$ cat src/rtl/dual_issue_stage_pkg.sv
// Shared types for the SPU dual-issue decode stage.
package dual_issue_stage_pkg;

  typedef enum logic [3:0] {
    nop, lnop, a, ai, il, ila, fma,
    lqd, stqd, br, shlqbyi
  } opcode_t;

  typedef enum logic { EVEN, ODD } pipe_t;
  typedef enum logic { EMPTY, SECOND } state_t;

  localparam int RRR_W  = 4;
  localparam int RI18_W = 7;
  localparam int RI10_W = 8;
  localparam int RI16_W = 9;
  localparam int RR_W   = 11;

  localparam logic [RRR_W-1:0]  OPC_FMA  = 4'b1110;
  localparam logic [RI18_W-1:0] OPC_ILA  = 7'b0100001;
  localparam logic [RI10_W-1:0] OPC_AI   = 8'b00011100;
  localparam logic [RI10_W-1:0] OPC_LQD  = 8'b00110100;
  localparam logic [RI10_W-1:0] OPC_STQD = 8'b00100100;
  localparam logic [RI16_W-1:0] OPC_IL   = 9'b010000001;
  localparam logic [RI16_W-1:0] OPC_BR   = 9'b001100100;
  localparam logic [RR_W-1:0]   OPC_A    = 11'b00011000000;
  localparam logic [RR_W-1:0]   OPC_NOP  = 11'b01000000001;
  localparam logic [RR_W-1:0]   OPC_LNOP = 11'b00000000001;
  localparam logic [RR_W-1:0]   OPC_SHLQ = 11'b00111111100;

  localparam int SRC_RA = 3;
  localparam int SRC_RB = 2;
  localparam int SRC_RC = 1;
  localparam int SRC_RT = 0;

  typedef struct packed {
    opcode_t     op;
    pipe_t       pipe;
    logic        writes_rt;
    logic [3:0]  src_mask;
    logic [0:6]  ra;
    logic [0:6]  rb;
    logic [0:6]  rc;
    logic [0:6]  rt;
    logic [0:6]  I7;
    logic [0:9]  I10;
    logic [0:15] I16;
    logic [0:17] I18;
  } decoded_t;

  typedef struct packed {
    opcode_t     op;
    logic [0:6]  ra;
    logic [0:6]  rb;
    logic [0:6]  rc;
    logic [0:6]  rt;
    logic [0:6]  I7;
    logic [0:9]  I10;
    logic [0:15] I16;
    logic [0:17] I18;
  } slot_t;

  function automatic slot_t to_slot(decoded_t d);
    slot_t s;
    s.op  = d.op;
    s.ra  = d.ra;
    s.rb  = d.rb;
    s.rc  = d.rc;
    s.rt  = d.rt;
    s.I7  = d.I7;
    s.I10 = d.I10;
    s.I16 = d.I16;
    s.I18 = d.I18;
    return s;
  endfunction

  function automatic slot_t idle_slot(opcode_t op);
    slot_t s;
    s = '0;
    s.op = op;
    return s;
  endfunction

endpackage

$ cat src/rtl/dual_issue_stage_instr_decode.sv
// Combinational SPU instruction decoder.
module instr_decode
  import dual_issue_stage_pkg::*;
(
  input  logic [0:31] instr,
  output decoded_t    dec
);

  always_comb begin
    dec = '0;
    dec.op = nop;
    dec.pipe = EVEN;
    unique case (1'b1)
      (instr[0:RRR_W-1] == OPC_FMA): begin
        dec.op = fma;
        dec.writes_rt = 1'b1;
        dec.src_mask = 4'b1110;
        dec.rt = instr[4:10];
        dec.rb = instr[11:17];
        dec.ra = instr[18:24];
        dec.rc = instr[25:31];
      end
      (instr[0:RI18_W-1] == OPC_ILA): begin
        dec.op = ila;
        dec.writes_rt = 1'b1;
        dec.I18 = instr[7:24];
        dec.rt = instr[25:31];
      end
      (instr[0:RI10_W-1] == OPC_AI),
      (instr[0:RI10_W-1] == OPC_LQD): begin
        dec.op = (instr[0:RI10_W-1] == OPC_AI) ? ai : lqd;
        dec.pipe = (instr[0:RI10_W-1] == OPC_AI) ? EVEN : ODD;
        dec.writes_rt = 1'b1;
        dec.src_mask = 4'b1000;
        dec.I10 = instr[8:17];
        dec.ra = instr[18:24];
        dec.rt = instr[25:31];
      end
      (instr[0:RI10_W-1] == OPC_STQD): begin
        dec.op = stqd;
        dec.pipe = ODD;
        dec.src_mask = 4'b1001;
        dec.I10 = instr[8:17];
        dec.ra = instr[18:24];
        dec.rt = instr[25:31];
      end
      (instr[0:RI16_W-1] == OPC_IL): begin
        dec.op = il;
        dec.writes_rt = 1'b1;
        dec.I16 = instr[9:24];
        dec.rt = instr[25:31];
      end
      (instr[0:RI16_W-1] == OPC_BR): begin
        dec.op = br;
        dec.pipe = ODD;
        dec.I16 = instr[9:24];
      end
      (instr[0:RR_W-1] == OPC_A): begin
        dec.op = a;
        dec.writes_rt = 1'b1;
        dec.src_mask = 4'b1100;
        dec.rb = instr[11:17];
        dec.ra = instr[18:24];
        dec.rt = instr[25:31];
      end
      (instr[0:RR_W-1] == OPC_SHLQ): begin
        dec.op = shlqbyi;
        dec.pipe = ODD;
        dec.writes_rt = 1'b1;
        dec.src_mask = 4'b1000;
        dec.I7 = instr[11:17];
        dec.ra = instr[18:24];
        dec.rt = instr[25:31];
      end
      (instr[0:RR_W-1] == OPC_LNOP): begin
        dec.op = lnop;
        dec.pipe = ODD;
      end
      (instr[0:RR_W-1] == OPC_NOP): begin
        dec.op = nop;
      end
      default: ;
    endcase
  end

endmodule

$ cat src/rtl/dual_issue_stage.sv
// Dual-issue decode stage: routes an instruction pair to even/odd
// pipes, splitting the pair over two cycles on any hazard.
module dual_issue_stage
  import dual_issue_stage_pkg::*;
#(
  parameter opcode_t     NOP_EVEN = nop,
  parameter opcode_t     NOP_ODD  = lnop,
  parameter int unsigned PC_STEP  = 4
) (
  input  logic        clock,
  input  logic        reset,
  input  logic        instr_valid,
  input  logic [0:63] instr_pair,
  input  logic [0:31] pc_in,
  input  logic        flush,
  output logic        instr_ready,
  output opcode_t     ep_opcode,
  output opcode_t     op_opcode,
  output logic [0:6]  ra_ep_address,
  output logic [0:6]  rb_ep_address,
  output logic [0:6]  rc_ep_address,
  output logic [0:6]  rt_ep_address,
  output logic [0:6]  ra_op_address,
  output logic [0:6]  rb_op_address,
  output logic [0:6]  rt_op_address,
  output logic [0:6]  I7_ep,
  output logic [0:9]  I10_ep,
  output logic [0:15] I16_ep,
  output logic [0:17] I18_ep,
  output logic [0:6]  I7_op,
  output logic [0:9]  I10_op,
  output logic [0:15] I16_op,
  output logic [0:17] I18_op,
  output logic [0:31] PC_output
);

  decoded_t    da, db;
  state_t      state, state_n;
  slot_t       ep_q, op_q, ep_n, op_n;
  slot_t       held;
  logic        held_odd;
  logic [0:31] held_pc, pc_q, pc_n, pc_sel, pc_b;
  logic        raw, waw, hazard, accept;
  logic        unused_rc;

  instr_decode u_dec_a (.instr(instr_pair[0:31]),  .dec(da));
  instr_decode u_dec_b (.instr(instr_pair[32:63]), .dec(db));

  assign pc_b = pc_in + 32'(PC_STEP);

  always_comb begin
    raw = da.writes_rt &&
          ((db.src_mask[SRC_RA] && db.ra == da.rt) ||
           (db.src_mask[SRC_RB] && db.rb == da.rt) ||
           (db.src_mask[SRC_RC] && db.rc == da.rt) ||
           (db.src_mask[SRC_RT] && db.rt == da.rt));
    waw = da.writes_rt && db.writes_rt && da.rt == db.rt;
    hazard = (da.pipe == db.pipe) || raw || waw;
  end

  assign instr_ready = !reset && !flush && state == EMPTY;
  assign accept = instr_valid && instr_ready;

  always_ff @(posedge clock) begin
    if (reset) state <= EMPTY;
    else       state <= state_n;
  end

  always_comb begin
    state_n = state;
    if (flush || state == SECOND) state_n = EMPTY;
    else if (accept && hazard)    state_n = SECOND;
  end

  // Program order: A always lands first, B follows a cycle later on a split.
  always_comb begin
    ep_n = idle_slot(NOP_EVEN);
    op_n = idle_slot(NOP_ODD);
    pc_sel = pc_q;
    if (!flush) begin
      if (state == SECOND) begin
        if (held_odd) begin
          op_n = held;
          pc_sel = held_pc;
        end else begin
          ep_n = held;
        end
      end else if (accept) begin
        if (da.pipe == ODD) begin
          op_n = to_slot(da);
          pc_sel = pc_in;
        end else begin
          ep_n = to_slot(da);
        end
        if (!hazard) begin
          if (db.pipe == ODD) begin
            op_n = to_slot(db);
            pc_sel = pc_b;
          end else begin
            ep_n = to_slot(db);
          end
        end
      end
    end
    pc_n = (op_n.op == NOP_ODD) ? pc_q : pc_sel;
  end

  always_ff @(posedge clock) begin
    if (reset) begin
      ep_q     <= idle_slot(NOP_EVEN);
      op_q     <= idle_slot(NOP_ODD);
      pc_q     <= '0;
      held     <= idle_slot(NOP_EVEN);
      held_odd <= 1'b0;
      held_pc  <= '0;
    end else begin
      ep_q <= ep_n;
      op_q <= op_n;
      pc_q <= pc_n;
      if (accept && hazard) begin
        held     <= to_slot(db);
        held_odd <= (db.pipe == ODD);
        held_pc  <= pc_b;
      end
    end
  end

  assign ep_opcode     = ep_q.op;
  assign ra_ep_address = ep_q.ra;
  assign rb_ep_address = ep_q.rb;
  assign rc_ep_address = ep_q.rc;
  assign rt_ep_address = ep_q.rt;
  assign I7_ep         = ep_q.I7;
  assign I10_ep        = ep_q.I10;
  assign I16_ep        = ep_q.I16;
  assign I18_ep        = ep_q.I18;
  assign op_opcode     = op_q.op;
  assign ra_op_address = op_q.ra;
  assign rb_op_address = op_q.rb;
  assign rt_op_address = op_q.rt;
  assign I7_op         = op_q.I7;
  assign I10_op        = op_q.I10;
  assign I16_op        = op_q.I16;
  assign I18_op        = op_q.I18;
  assign PC_output     = pc_q;
  assign unused_rc     = ^op_q.rc;

endmodule

$ cat config.mk
export PLATFORM = sky130hd
export DESIGN_NAME = dual_issue_stage
export DESIGN_NICKNAME = d
export VERILOG_FILES = /design/src/rtl/dual_issue_stage_pkg.sv /design/src/rtl/dual_issue_stage_instr_decode.sv /design/src/rtl/dual_issue_stage.sv
export SDC_FILE = /design/constraint.sdc
export NUM_CORES = 1
export LEC_CHECK = 0
export BUFFER_PORTS_ARGS = -buffer_cell sky130_fd_sc_hd__clkbuf_2
export CORE_UTILIZATION = 55
export CTS_CLUSTER_SIZE = 20
export DETAILED_ROUTE_END_ITERATION = 7
export GPL_ROUTABILITY_DRIVEN = 0
export HOLD_SLACK_MARGIN = 0.1
export PLACE_DENSITY = 0.77
export SLEW_MARGIN = 25
export SYNTH_ARGS = -nofsm -noshare
export SYNTH_HDL_FRONTEND = slang
export SYNTH_SLANG_ARGS = --single-unit
$ cat constraint.sdc
create_clock -name clock -period 4.4 [get_ports clock]
set_clock_uncertainty 0.2 [all_clocks]
set_input_delay 0.22 -clock clock [delete_from_list [all_inputs] [get_ports clock]]
set_output_delay 0.22 -clock clock [all_outputs]
set_load 0.005 [all_outputs]
==> impl_metrics.ini <==
[flow_run]
max_cap_viol_count = 0

[drt]
ant_nets = 0
initialDrtViolationCount = 2202
wl_um = 55500
wl_per_cell_um = 21.2
drc = 2
vias = 16700
dr.pass1.iters = 8
viasPerCell = 6.37

[setup_path]
cp.required_ns = 4.57
arrival_ns = 4.49
crit_type = in2reg
reg2reg_depth = 7
start_kind = input port
r2r_start = state$_SDFFE_PP0P_
path_max_fanout = 25
reg2reg_to = PC_output[7]$_SDFFE_PP0P_
endpoint_kind = flop
reg2reg_setup_slack_ns = 1.68
crit_start = instr_pair[35]
crit_end = I18_ep[17]$_SDFF_PP0_

[finish]
drive_above_1_share = 0.214
final_nets = 2321
area_delta_synth_final_pct = 26.9
seqCellArea_mm2 = 0.00617
multiInputGateArea_mm2 = 0.00835
fill_cells = 2052
final_cells = 2617

[die]
num_rows = 60
boundaryPins = 292
initial_core_util = 0.565
design.die.area_mm2 = 0.0285
die_h_um = 169
core_mm2 = 0.0271
die_w_um = 169

[logic_synthesis]
yosys_warnings = 0
ys_types = 84
syn_nets = 2012
synth-seq-cells = 308
async_flop_share = 0
synth.yosys.seq_area_share = 0.403
synth-edff-count = 0
syn-cell-area_mm2 = 0.0153
syn_avg_cell_area_um2 = 8.01
synthFlopType = dfxtp_1
syn_inst = 1911

[hold_path]
hold_path.class = in2reg

[grt]
grt_use_total = 0.377
antenna_found_initial = 2
grt_pass1_wl_um = 85300
first_global_vias = 15500
overflow = 0
grt_max_degree = 101

[place]
port_buffers = 291
dpl.hpwl_um = 34700
place_inst = 2451

[timing]
drv_slew = 0
hold_violations = 0
fin_crit_ns = 4.32
max-slew-margin-rel = 0.305
tns_ns = 0
fmax_ghz = 0.231
setup_viol = 0
rsz0062_at_grt = false
tightest_slew_ns = 1.04
fin_crit_sh = 0.982

[cts]
clkLatencyLatePin_ns = 0.52
cts_tree = built
cts_buffers = 34
clock_path_buffers = 3
cts_sinks = 308
clkTransAtPathRegs_ns = 0.06
clock-root-buffer = clkbuf_16
cts-htree-levels = 2

[power]
vdd_drop_max_uv = 253
powerDensity_mw_per_mm2 = 330
p_leak_nw = 7.52

[status]
status = finished with violations
failed_checks = design-rule violations
## cell type report
type | count | area share
repair buffers | 471 | 0.164
multi-input cells | 1389 | 0.430
clock buffers | 48 | 0.0512
inverters | 16 | 0.00322
clock inverters | 12 | 0.00960
diodes | 1 | 0.000129
well taps | 372 | 0.0240
flip-flops and latches | 308 | 0.318
## state kept, by name, indices dropped and copies added (netlist names), 10 cells and up
register,count
I10_ep,10
I10_op,10
I16_ep,16
I16_op,16
I18_ep,18
I18_op,18
PC_output,32
held,83
held_pc,32
## layout by cell type (no fill, tap or decap), types with 12 or more instances in the layout
| cell | synthesis | routed |
|---|---|---|
| clkbuf_16 | 0 | 35 |
| dlygate4sd3_1 | 0 | 102 |
| clkbuf_2 | 0 | 290 |
| nor3_1 | 25 | 23 |
| nor2b_1 | 15 | 14 |
| a221o_1 | 12 | 12 |
| a32oi_1 | 30 | 30 |
| nand2b_1 | 25 | 25 |
| o21ai_0 | 33 | 33 |
| nand3_1 | 113 | 113 |
| and3_1 | 46 | 46 |
| dfxtp_1 | 308 | 307 |
| o21ai_1 | 15 | 15 |
| a22oi_1 | 40 | 40 |
| buf_4 | 12 | 68 |
| nor2_1 | 154 | 149 |
| xor2_1 | 16 | 16 |
| a21oi_1 | 172 | 172 |
| nand2_1 | 292 | 291 |
| a32o_1 | 44 | 44 |
| nand4_1 | 46 | 46 |
| xnor2_1 | 25 | 25 |
| mux2i_1 | 29 | 29 |
| inv_1 | 15 | 14 |
| a21o_1 | 60 | 59 |
| a211oi_1 | 32 | 32 |
## worst max-delay path: stages
cell and delay (ns):
dlygate4sd3_1 0.52, clkbuf_2 0.27, and4b_1 0.27, a31o_2 0.28, buf_4 0.15, or3_1 0.47, nor3_1 0.28, nor2_1 0.08
a2111oi_2 0.30, a21o_1 0.28, o41ai_4 0.11, and2_0 0.20, buf_12 0.17, a32oi_1 0.23, dlygate4sd3_1 0.57, o21ai_0 0.06
## cell families after synthesis
| family | synth area share |
|---|---|
| adders and majority gates | 0.000817 |
| DFF | 0.403 |
| muxes | 0.0297 |
| buffers and inverters | 0.0584 |
| and+or+nand+nor | 0.246 |
| xor gates and xnor gates | 0.0235 |
| AOI/OAI and AO/OA | 0.239 |
## routing by layer
metal / vias up / share of wire / global-route usage
met5: - / 0.00023 / 0
met4: 2 / 0.051 / 0.190
met3: 236 / 0.13 / 0.0963
met2: 1265 / 0.45 / 0.597
met1: 7697 / 0.37 / 0.475
li1: 7481 / - / -
## repair_timing
action | 4_1_cts | 5_1_grt
setup buffers | 0 | 3
hold buffers | 102 | 0
hold endpoints to repair | 217 | 0
setup endpoints to repair | 0 | 61
gates resized for setup | 0 | 10
## synthesized netlist by cell type, drive strengths merged, types with 5 or more instances
master	number	area share
a211oi	32	0.016
a21o	60	0.029
a21oi	174	0.057
a221o	12	0.0078
a221oi	5	0.0029
a22o	8	0.0046
a22oi	40	0.020
a2bb2oi	9	0.0051
a311oi	9	0.0051
a31oi	7	0.0033
a32o	44	0.029
a32oi	31	0.018
and2	13	0.0053
and3	46	0.019
and4	6	0.0034
buf	47	0.017
clkbuf	151	0.037
dfxtp	308	0.40
inv	16	0.0041
mux2	12	0.011
mux2i	29	0.019
nand2	292	0.072
nand2b	25	0.010
nand3	113	0.037
nand4	46	0.019
nor2	154	0.038
nor2b	15	0.0061
nor3	29	0.011
nor4	8	0.0042
o211ai	6	0.0029
o21ai	48	0.016
o22ai	5	0.0020
or2	7	0.0029
or3	6	0.0025
xnor2	25	0.014
xor2	16	0.0092
## metrics by stage
step	setup slack [ns]	power [mW]	hold WS, ns	utilization	instance area, um^2
global route	0.0149	6.58	0.137	0.717	19400
finish	0.0797	6.42	0.118	0.717	19400
CTS	0.0482	6.39	0.101	0.714	19300
floorplan	0.461	3.17	0.116	-	15300
detailed placement	0.0483	3.38	0.247	0.632	17100
global placement	0.110	3.38	0.240	0.632	17100
## worst min-delay path by stage
stage                                from                  endpoint  cells past startpoint  slack, ns
floorplan                       pc_in[29]  held_pc[29]$_SDFFE_PP0P_                      1       0.12
global placement    held[62]$_SDFFE_PP0P_     held[62]$_SDFFE_PP0P_                      2       0.24
detailed placement  held[64]$_SDFFE_PP0P_     held[64]$_SDFFE_PP0P_                      2       0.25
CTS                                 reset     held[60]$_SDFFE_PP0P_                      2       0.10
global route                        reset     held[61]$_SDFFE_PP0P_                      2       0.14
finish                              reset     held[61]$_SDFFE_PP0P_                      2       0.12
## power breakdown
group | total (mW) | internal (mW) | switching, mW | leakage [nW]
sequential | 2.83 | 2.81 | 0.0174 | 2.49
combinational | 0.606 | 0.214 | 0.391 | 4.46
clock | 2.98 | 1.82 | 1.16 | 0.583
(Power assumes the default switching activity.)
